[config.mk]
export PLATFORM = sky130hd
export DESIGN_NAME = param_bus_arbiter_flat
export DESIGN_NICKNAME = d
export VERILOG_FILES = /design/src/rtl/param_bus_arbiter_if.sv /design/src/rtl/param_bus_arbiter.sv /design/src/flat_wrapper.sv
export SDC_FILE = /design/constraint.sdc
export NUM_CORES = 1
export LEC_CHECK = 0
export BUFFER_PORTS_ARGS = -buffer_cell sky130_fd_sc_hd__buf_4
export CAP_MARGIN = 20
export CORE_ASPECT_RATIO = 0.8
export CORE_MARGIN = 2
export CORE_UTILIZATION = 51
export CTS_CLUSTER_DIAMETER = 60
export CTS_CLUSTER_SIZE = 24
export DETAILED_ROUTE_END_ITERATION = 6
export PLACE_DENSITY = 0.84
export SYNTH_ARGS = -nofsm -noshare
export SYNTH_HDL_FRONTEND = slang
export SYNTH_SLANG_ARGS = --single-unit
[constraint.sdc]
create_clock -name CLOCK_25 -period 3.9 [get_ports CLOCK_25]
set_input_delay 0.585 -clock CLOCK_25 [delete_from_list [all_inputs] [get_ports CLOCK_25]]
set_output_delay 0.585 -clock CLOCK_25 [all_outputs]
set_load 0.02 [all_outputs]
[src/rtl/param_bus_arbiter_if.sv]
// Parameter-bus write port: two requesters on the master side, the arbiter on the slave side.
interface param_bus_arbiter_if;
  logic       req0;
  logic       req1;
  logic [2:0] bank0;
  logic [2:0] bank1;
  logic [7:0] data0;
  logic [7:0] data1;
  logic       ack0;
  logic       ack1;
  logic       err;
  logic       data_ready;
  logic [2:0] bank_adr;
  logic [7:0] out_data;
  logic       grant;
  logic       busy;

  modport master (
    output req0, bank0, data0, req1, bank1, data1,
    input  ack0, ack1, err, data_ready, bank_adr, out_data, grant, busy
  );

  modport slave (
    input  req0, bank0, data0, req1, bank1, data1,
    output ack0, ack1, err, data_ready, bank_adr, out_data, grant, busy
  );
endinterface

[src/rtl/param_bus_arbiter.sv]
// Two-requester round-robin arbiter that sequences one strobed write at a time onto the parameter bus.
// states: IDLE arbitrate | SETUP latch+bank check | STROBE data_ready | HOLD settle | DONE ack | REJECT ack+err
module param_bus_arbiter #(
  parameter int STROBE_LEN = 2,
  parameter int HOLD_LEN   = 4,
  parameter int MAX_BANK   = 5
) (
  input logic                CLOCK_25,
  input logic                reset,
  param_bus_arbiter_if.slave bus
);

  typedef enum logic [2:0] {IDLE, SETUP, STROBE, HOLD, DONE, REJECT} state_e;

  localparam logic [3:0] STROBE_LOAD = 4'(STROBE_LEN - 1);
  localparam logic [3:0] HOLD_LOAD   = 4'(HOLD_LEN - 1);

  state_e     state_q, state_d;
  logic [3:0] cnt_q, cnt_d;
  logic       grant_q, grant_d;
  logic       last_q, last_d;
  logic [2:0] bank_q, bank_d;
  logic [7:0] data_q, data_d;
  logic       ready_q, ready_d;
  logic       ack0_q, ack0_d;
  logic       ack1_q, ack1_d;
  logic       err_q, err_d;
  logic       busy_q, busy_d;
  logic       cool0_q, cool1_q;
  logic       elig0, elig1, pick;

  always_comb begin
    state_d = state_q;
    cnt_d   = cnt_q;
    grant_d = grant_q;
    last_d  = last_q;
    bank_d  = bank_q;
    data_d  = data_q;
    pick    = 1'b0;
    // a requester acked last cycle sits out one IDLE cycle
    elig0   = bus.req0 && !cool0_q;
    elig1   = bus.req1 && !cool1_q;

    case (state_q)
      IDLE: begin
        if (elig0 || elig1) begin
          pick    = (elig0 && elig1) ? ~last_q : elig1;
          grant_d = pick;
          last_d  = pick;
          bank_d  = pick ? bus.bank1 : bus.bank0;
          data_d  = pick ? bus.data1 : bus.data0;
          state_d = SETUP;
        end
      end
      SETUP: begin
        // bank legality is judged on the registered address
        if (32'(bank_q) > 32'(MAX_BANK)) begin
          state_d = REJECT;
        end else begin
          state_d = STROBE;
          cnt_d   = STROBE_LOAD;
        end
      end
      STROBE: begin
        if (cnt_q != 4'd0) begin
          cnt_d = cnt_q - 4'd1;
        end else if (HOLD_LEN == 0) begin
          state_d = DONE;
        end else begin
          state_d = HOLD;
          cnt_d   = HOLD_LOAD;
        end
      end
      HOLD: begin
        if (cnt_q != 4'd0) begin
          cnt_d = cnt_q - 4'd1;
        end else begin
          state_d = DONE;
        end
      end
      DONE:    state_d = IDLE;
      REJECT:  state_d = IDLE;
      default: state_d = IDLE;
    endcase

    ready_d = (state_d == STROBE);
    ack0_d  = ((state_d == DONE) || (state_d == REJECT)) && !grant_d;
    ack1_d  = ((state_d == DONE) || (state_d == REJECT)) && grant_d;
    err_d   = (state_d == REJECT);
    busy_d  = (state_d != IDLE);
  end

  always_ff @(posedge CLOCK_25) begin
    if (reset) begin
      state_q <= IDLE;
      cnt_q   <= 4'd0;
      grant_q <= 1'b0;
      last_q  <= 1'b1;
      bank_q  <= 3'd0;
      data_q  <= 8'd0;
      ready_q <= 1'b0;
      ack0_q  <= 1'b0;
      ack1_q  <= 1'b0;
      err_q   <= 1'b0;
      busy_q  <= 1'b0;
      cool0_q <= 1'b0;
      cool1_q <= 1'b0;
    end else begin
      state_q <= state_d;
      cnt_q   <= cnt_d;
      grant_q <= grant_d;
      last_q  <= last_d;
      bank_q  <= bank_d;
      data_q  <= data_d;
      ready_q <= ready_d;
      ack0_q  <= ack0_d;
      ack1_q  <= ack1_d;
      err_q   <= err_d;
      busy_q  <= busy_d;
      cool0_q <= ack0_q;
      cool1_q <= ack1_q;
    end
  end

  assign bus.data_ready = ready_q;
  assign bus.ack0       = ack0_q;
  assign bus.ack1       = ack1_q;
  assign bus.err        = err_q;
  assign bus.busy       = busy_q;
  assign bus.grant      = grant_q;
  assign bus.bank_adr   = bank_q;
  assign bus.out_data   = data_q;

endmodule

[src/flat_wrapper.sv]
// flat-port wrapper written by rule: the top's interface ports become plain ports
module param_bus_arbiter_flat 
#(
  parameter int STROBE_LEN = 2,
  parameter int HOLD_LEN   = 4,
  parameter int MAX_BANK   = 5
)
  (CLOCK_25, reset, bus_req0, bus_bank0, bus_data0, bus_req1, bus_bank1, bus_data1, bus_ack0, bus_ack1, bus_err, bus_data_ready, bus_bank_adr, bus_out_data, bus_grant, bus_busy);
  param_bus_arbiter_if bus_i ();
  input logic CLOCK_25;
  input logic reset;
  input wire logic [$bits(bus_i.req0)-1:0] bus_req0;
  input wire logic [$bits(bus_i.bank0)-1:0] bus_bank0;
  input wire logic [$bits(bus_i.data0)-1:0] bus_data0;
  input wire logic [$bits(bus_i.req1)-1:0] bus_req1;
  input wire logic [$bits(bus_i.bank1)-1:0] bus_bank1;
  input wire logic [$bits(bus_i.data1)-1:0] bus_data1;
  output wire logic [$bits(bus_i.ack0)-1:0] bus_ack0;
  output wire logic [$bits(bus_i.ack1)-1:0] bus_ack1;
  output wire logic [$bits(bus_i.err)-1:0] bus_err;
  output wire logic [$bits(bus_i.data_ready)-1:0] bus_data_ready;
  output wire logic [$bits(bus_i.bank_adr)-1:0] bus_bank_adr;
  output wire logic [$bits(bus_i.out_data)-1:0] bus_out_data;
  output wire logic [$bits(bus_i.grant)-1:0] bus_grant;
  output wire logic [$bits(bus_i.busy)-1:0] bus_busy;
  assign bus_i.req0 = bus_req0;
  assign bus_i.bank0 = bus_bank0;
  assign bus_i.data0 = bus_data0;
  assign bus_i.req1 = bus_req1;
  assign bus_i.bank1 = bus_bank1;
  assign bus_i.data1 = bus_data1;
  assign bus_ack0 = bus_i.ack0;
  assign bus_ack1 = bus_i.ack1;
  assign bus_err = bus_i.err;
  assign bus_data_ready = bus_i.data_ready;
  assign bus_bank_adr = bus_i.bank_adr;
  assign bus_out_data = bus_i.out_data;
  assign bus_grant = bus_i.grant;
  assign bus_busy = bus_i.busy;
  param_bus_arbiter #(.STROBE_LEN(STROBE_LEN), .HOLD_LEN(HOLD_LEN), .MAX_BANK(MAX_BANK)) u_core (.CLOCK_25(CLOCK_25), .reset(reset), .bus(bus_i));
endmodule
==> run summary <==
The run finished with clean final reports. The starting density of the core was 0.546; the area added between synthesis and finish was 27.4%. The critical path's top delay family was simple AND/OR/NAND/NOR gates. The initialized floorplan defines 15 standard-cell rows. The tree is rooted in a sky130_fd_sc_hd__clkbuf_4.

The number of pins exceeding their max-slew limit in the final report came out at 0. The hold violation count in the final report is 0. The proportion of register bits with asynchronous set or reset after synthesis was 0. Max-cap violations in this run came to 0. CTS H-tree depth: 1.

IR analysis of the VDD net gives a maximum drop of 0.000424 V. In the routed design, unresolved DRC markers number 0. The vertical extent of the die is 47.2 microns, and the total of warnings raised by yosys is 0.

The clock-pin slew on the worst setup and hold paths was 0.13 ns. The netlist uses 39 different library cells. In the layout the commonest cells are sky130_fd_sc_hd__buf_4 (42), sky130_fd_sc_hd__dfxtp_1 (27), sky130_fd_sc_hd__nand2_1 (18), sky130_fd_sc_hd__a21oi_1 (15), sky130_fd_sc_hd__nor2_1 (15).

Detailed routing inserted a total of 1133 vias. The class of the tightest hold or removal check is register to register. For the static leakage, the log shows 0.652 nW.

For the cell area after technology mapping, the log shows 1190 sq um. The run gives 0.000547 W as the internal power summed over all cells. Traced cell by cell, the critical path runs through inv_1 -> ha_1 -> nor3b_2 -> nand3_1 -> a21oi_2 -> nor2b_2. The fraction of layout cells with a size suffix above 1 is 0.297, and the final setup skew is 0.00563 ns.

After clock tree synthesis, the repair step resized 0 gates. The share of the cycle needed by the critical path after routing was 0.405; the HPWL after detailed placement was 1950 microns. The number of nets handed over by synthesis was 164. The arrival time reported for the critical path endpoint is 1.85 ns. Setup violations remaining at the end of the flow were counted as 0. The all-layer global routing usage is 0.199. The clock share of power was 0.132; the count of buffering cells on the critical path with inverters included was 1. In the routed layout, each cell is associated on average with a via count of 5.67. The run gives 2740 sq um as the die area. CTS buffer count: 3. The run gives 0 as the initial antenna violation count.

Setup repair after global routing left no endpoint under its margin. The library cell used most frequently in the layout, excluding fill and tap cells, is sky130_fd_sc_hd__buf_4. For this run, the number of standard cells in the final layout without fillers is 200. For the pin with the worst max-slew slack, the measured transition is 0.559 ns.

STA classifies the critical path endpoint as a register. The number of DRC markers after the initial detailed-route iteration came out at 23. The net switching share of the total power works out to 0.389. Of all cell types, the one taking the most synthesized area is sky130_fd_sc_hd__dfxtp_1. Routed length per instance: 13.5 microns.

The worst path needs 1.58 ns of the cycle, external delays included. The worst path required time was 4.17 ns. The clock passes through at most 2 buffers. The count of flip-flops with a built-in enable after synthesis is 0, and the net load switching power is 0.000348 W.

The core region is 2180 sq um. The run gives 27 as the TritonCTS sink count. The worst setup path is launched from a register. In this run the mean area of a mapped cell was 8.68 sq um. Synthesis inferred 27 register bits. By area the synthesized netlist is led by sky130_fd_sc_hd__dfxtp_1 (45%), sky130_fd_sc_hd__a211oi_1 (7.6%), sky130_fd_sc_hd__a21oi_1 (6.3%), sky130_fd_sc_hd__nand2_1 (5.7%), sky130_fd_sc_hd__nor2_1 (4.7%). Clock latency on the worst-skew pair, taken at its later pin, is 0.32 ns. The cell area power density was 591 nW/um^2; the relative slew slack was 0.627. The setup total negative slack was 0 ns. Timing would allow up to 0.633 GHz.

The number of setup buffers added after CTS is 0. The number of placed instances, taps included, is 196. After detailed placement, the total cell area comes to 1490 sq um.

At the end of the flow, the number of nets in the layout was 203. Portion of total power attributed to sequential cells: 0.430. Pin placement for this block handled 43 I/O pins. The antenna diode instance count came out at 0.

By startpoint and endpoint, the worst setup path is classified as register to register. The congestion estimate from routability-driven global placement came to 0.889. The relative contribution of combinational cells to total power is 0.438, and the share of the synthesized area in the top cell type is 0.455. The tools report the overflow left after global routing as 0. In this run the worst path has a maximum fanout of 5. Among all flip-flop cells after synthesis, the most frequent one is sky130_fd_sc_hd__dfxtp_1. In this run the tool buffered the top-level ports with 42 buffer cells. The wire length of the first global-routing pass came out at 4110 microns. The run gives 26 as the largest net degree at the start of global routing. Portion of the post-synthesis area used by sequential elements: 0.455. For this design, the CTS-stage hold fixing added 0 buffers.

The logs give 0 for the remaining number of nets flagged by the antenna check after routing and 1510 sq um for the final instance area. Via count of the first global-routing pass: 965. TritonCTS built the clock tree. The total power came out at 0.000894 W.

The floorplan die width is 58.0 microns. The delay of the slowest cell on the worst path works out to 0.38 ns. The run gives 4 as the number of optimization iterations in the first detailed-route pass. The detailed-route wire length was 2700 microns; the number of cells produced by synthesis was 137.

The slowest stage of the critical path belongs to the cell sky130_fd_sc_hd__nor3b_2.
path summary, 6_finish.rpt:
| path | start | end | slack (ns) | cells after the start |
|---|---|---|---|---|
| hold / removal | u_core.bus.ack0 | u_core.cool0_q | 0.47 | 1 |
| setup / recovery | u_core.cnt_q[0] | u_core.bus.ack1 | 2.32 | 6 |
| hold reg to reg | u_core.bus.ack0 | u_core.cool0_q | 0.47 | 1 |
| setup reg to reg | u_core.cnt_q[0] | u_core.bus.ack1 | 2.32 | 6 |
sequential cells by signal, summed over array words and instances (netlist names), 3 cells and up:
register and cells:
u_core.state_q 3, u_core.bus.bank_adr 3, u_core.bus.out_data 8, u_core.cnt_q 4
final cells by class:
type	instances	area [sq um]
Fill cell	175	663
Multi-Input combinational cell	98	586
Sequential cell	27	541
Timing Repair Buffer	42	315
Tap cell	25	31.3
Clock buffer	4	26.3
Inverter	4	15.0
cells by family after synthesis:
| logic type | count (synthesis) | share of synthesized area |
|---|---|---|
| xor+xnor | 1 | 0.00737 |
| fa+ha+maj | 1 | 0.0105 |
| buf+inv | 12 | 0.0526 |
| compound gates | 40 | 0.220 |
| simple gates | 56 | 0.255 |
| flops | 27 | 0.455 |
metal layers:
| metal | part of all wire | wire, microns | GRT usage | vias to the layer above |
|---|---|---|---|---|
| met2 | 0.49 | 1320 | 0.334 | 37 |
| met4 | 0.0052 | 14 | 0.0651 | 0 |
| met3 | 0.061 | 164 | 0.0579 | 2 |
| li1 | - | - | - | 560 |
| met1 | 0.45 | 1200 | 0.253 | 534 |
| met5 | 0 | 0 | 0 | - |
metrics by stage:
stage / setup slack (ns) / hold WS [ns] / utilization
after floorplan: 2.38 / 0.456 / -
after global placement: 2.03 / 0.457 / 0.683
after detailed placement: 1.98 / 0.458 / 0.683
after CTS: 2.32 / 0.477 / 0.695
after global routing: 2.18 / 0.472 / 0.695
final: 2.32 / 0.474 / 0.695
power by group through the flow:
stage / logic (W) / registers (W) / clock network (W)
2_1_floorplan: 0.000244 / 0.000421 / 0
3_3_place_gp: 0.000382 / 0.000387 / 0
3_5_place_dp: 0.000392 / 0.000389 / 0
4_1_cts: 0.000393 / 0.000383 / 0.000125
5_1_grt: 0.000428 / 0.000392 / 0.000136
6_report: 0.000392 / 0.000384 / 0.000118
worst reg2reg max path, stage by stage, from the launching register on:
cell	delay [ns]
sky130_fd_sc_hd__dfxtp_1	0.36
sky130_fd_sc_hd__inv_1	0.07
sky130_fd_sc_hd__ha_1	0.23
sky130_fd_sc_hd__nor3b_2	0.38
sky130_fd_sc_hd__nand3_1	0.14
sky130_fd_sc_hd__a21oi_2	0.19
sky130_fd_sc_hd__nor2b_2	0.16
synth_stat cells (2+ instances only):
master / instances
sky130_fd_sc_hd__a211oi_1: 12
sky130_fd_sc_hd__nor2b_1: 4
sky130_fd_sc_hd__dfxtp_1: 27
sky130_fd_sc_hd__o211ai_1: 2
sky130_fd_sc_hd__and2_1: 2
sky130_fd_sc_hd__inv_1: 4
sky130_fd_sc_hd__nor3_1: 3
sky130_fd_sc_hd__a21oi_1: 15
sky130_fd_sc_hd__nand2_1: 18
sky130_fd_sc_hd__o22ai_1: 2
sky130_fd_sc_hd__and2b_1: 2
sky130_fd_sc_hd__clkbuf_1: 3
sky130_fd_sc_hd__nor2_1: 15
sky130_fd_sc_hd__buf_4: 2
sky130_fd_sc_hd__buf_2: 2
No activity file was read; power rests on OpenSTA's default activity.
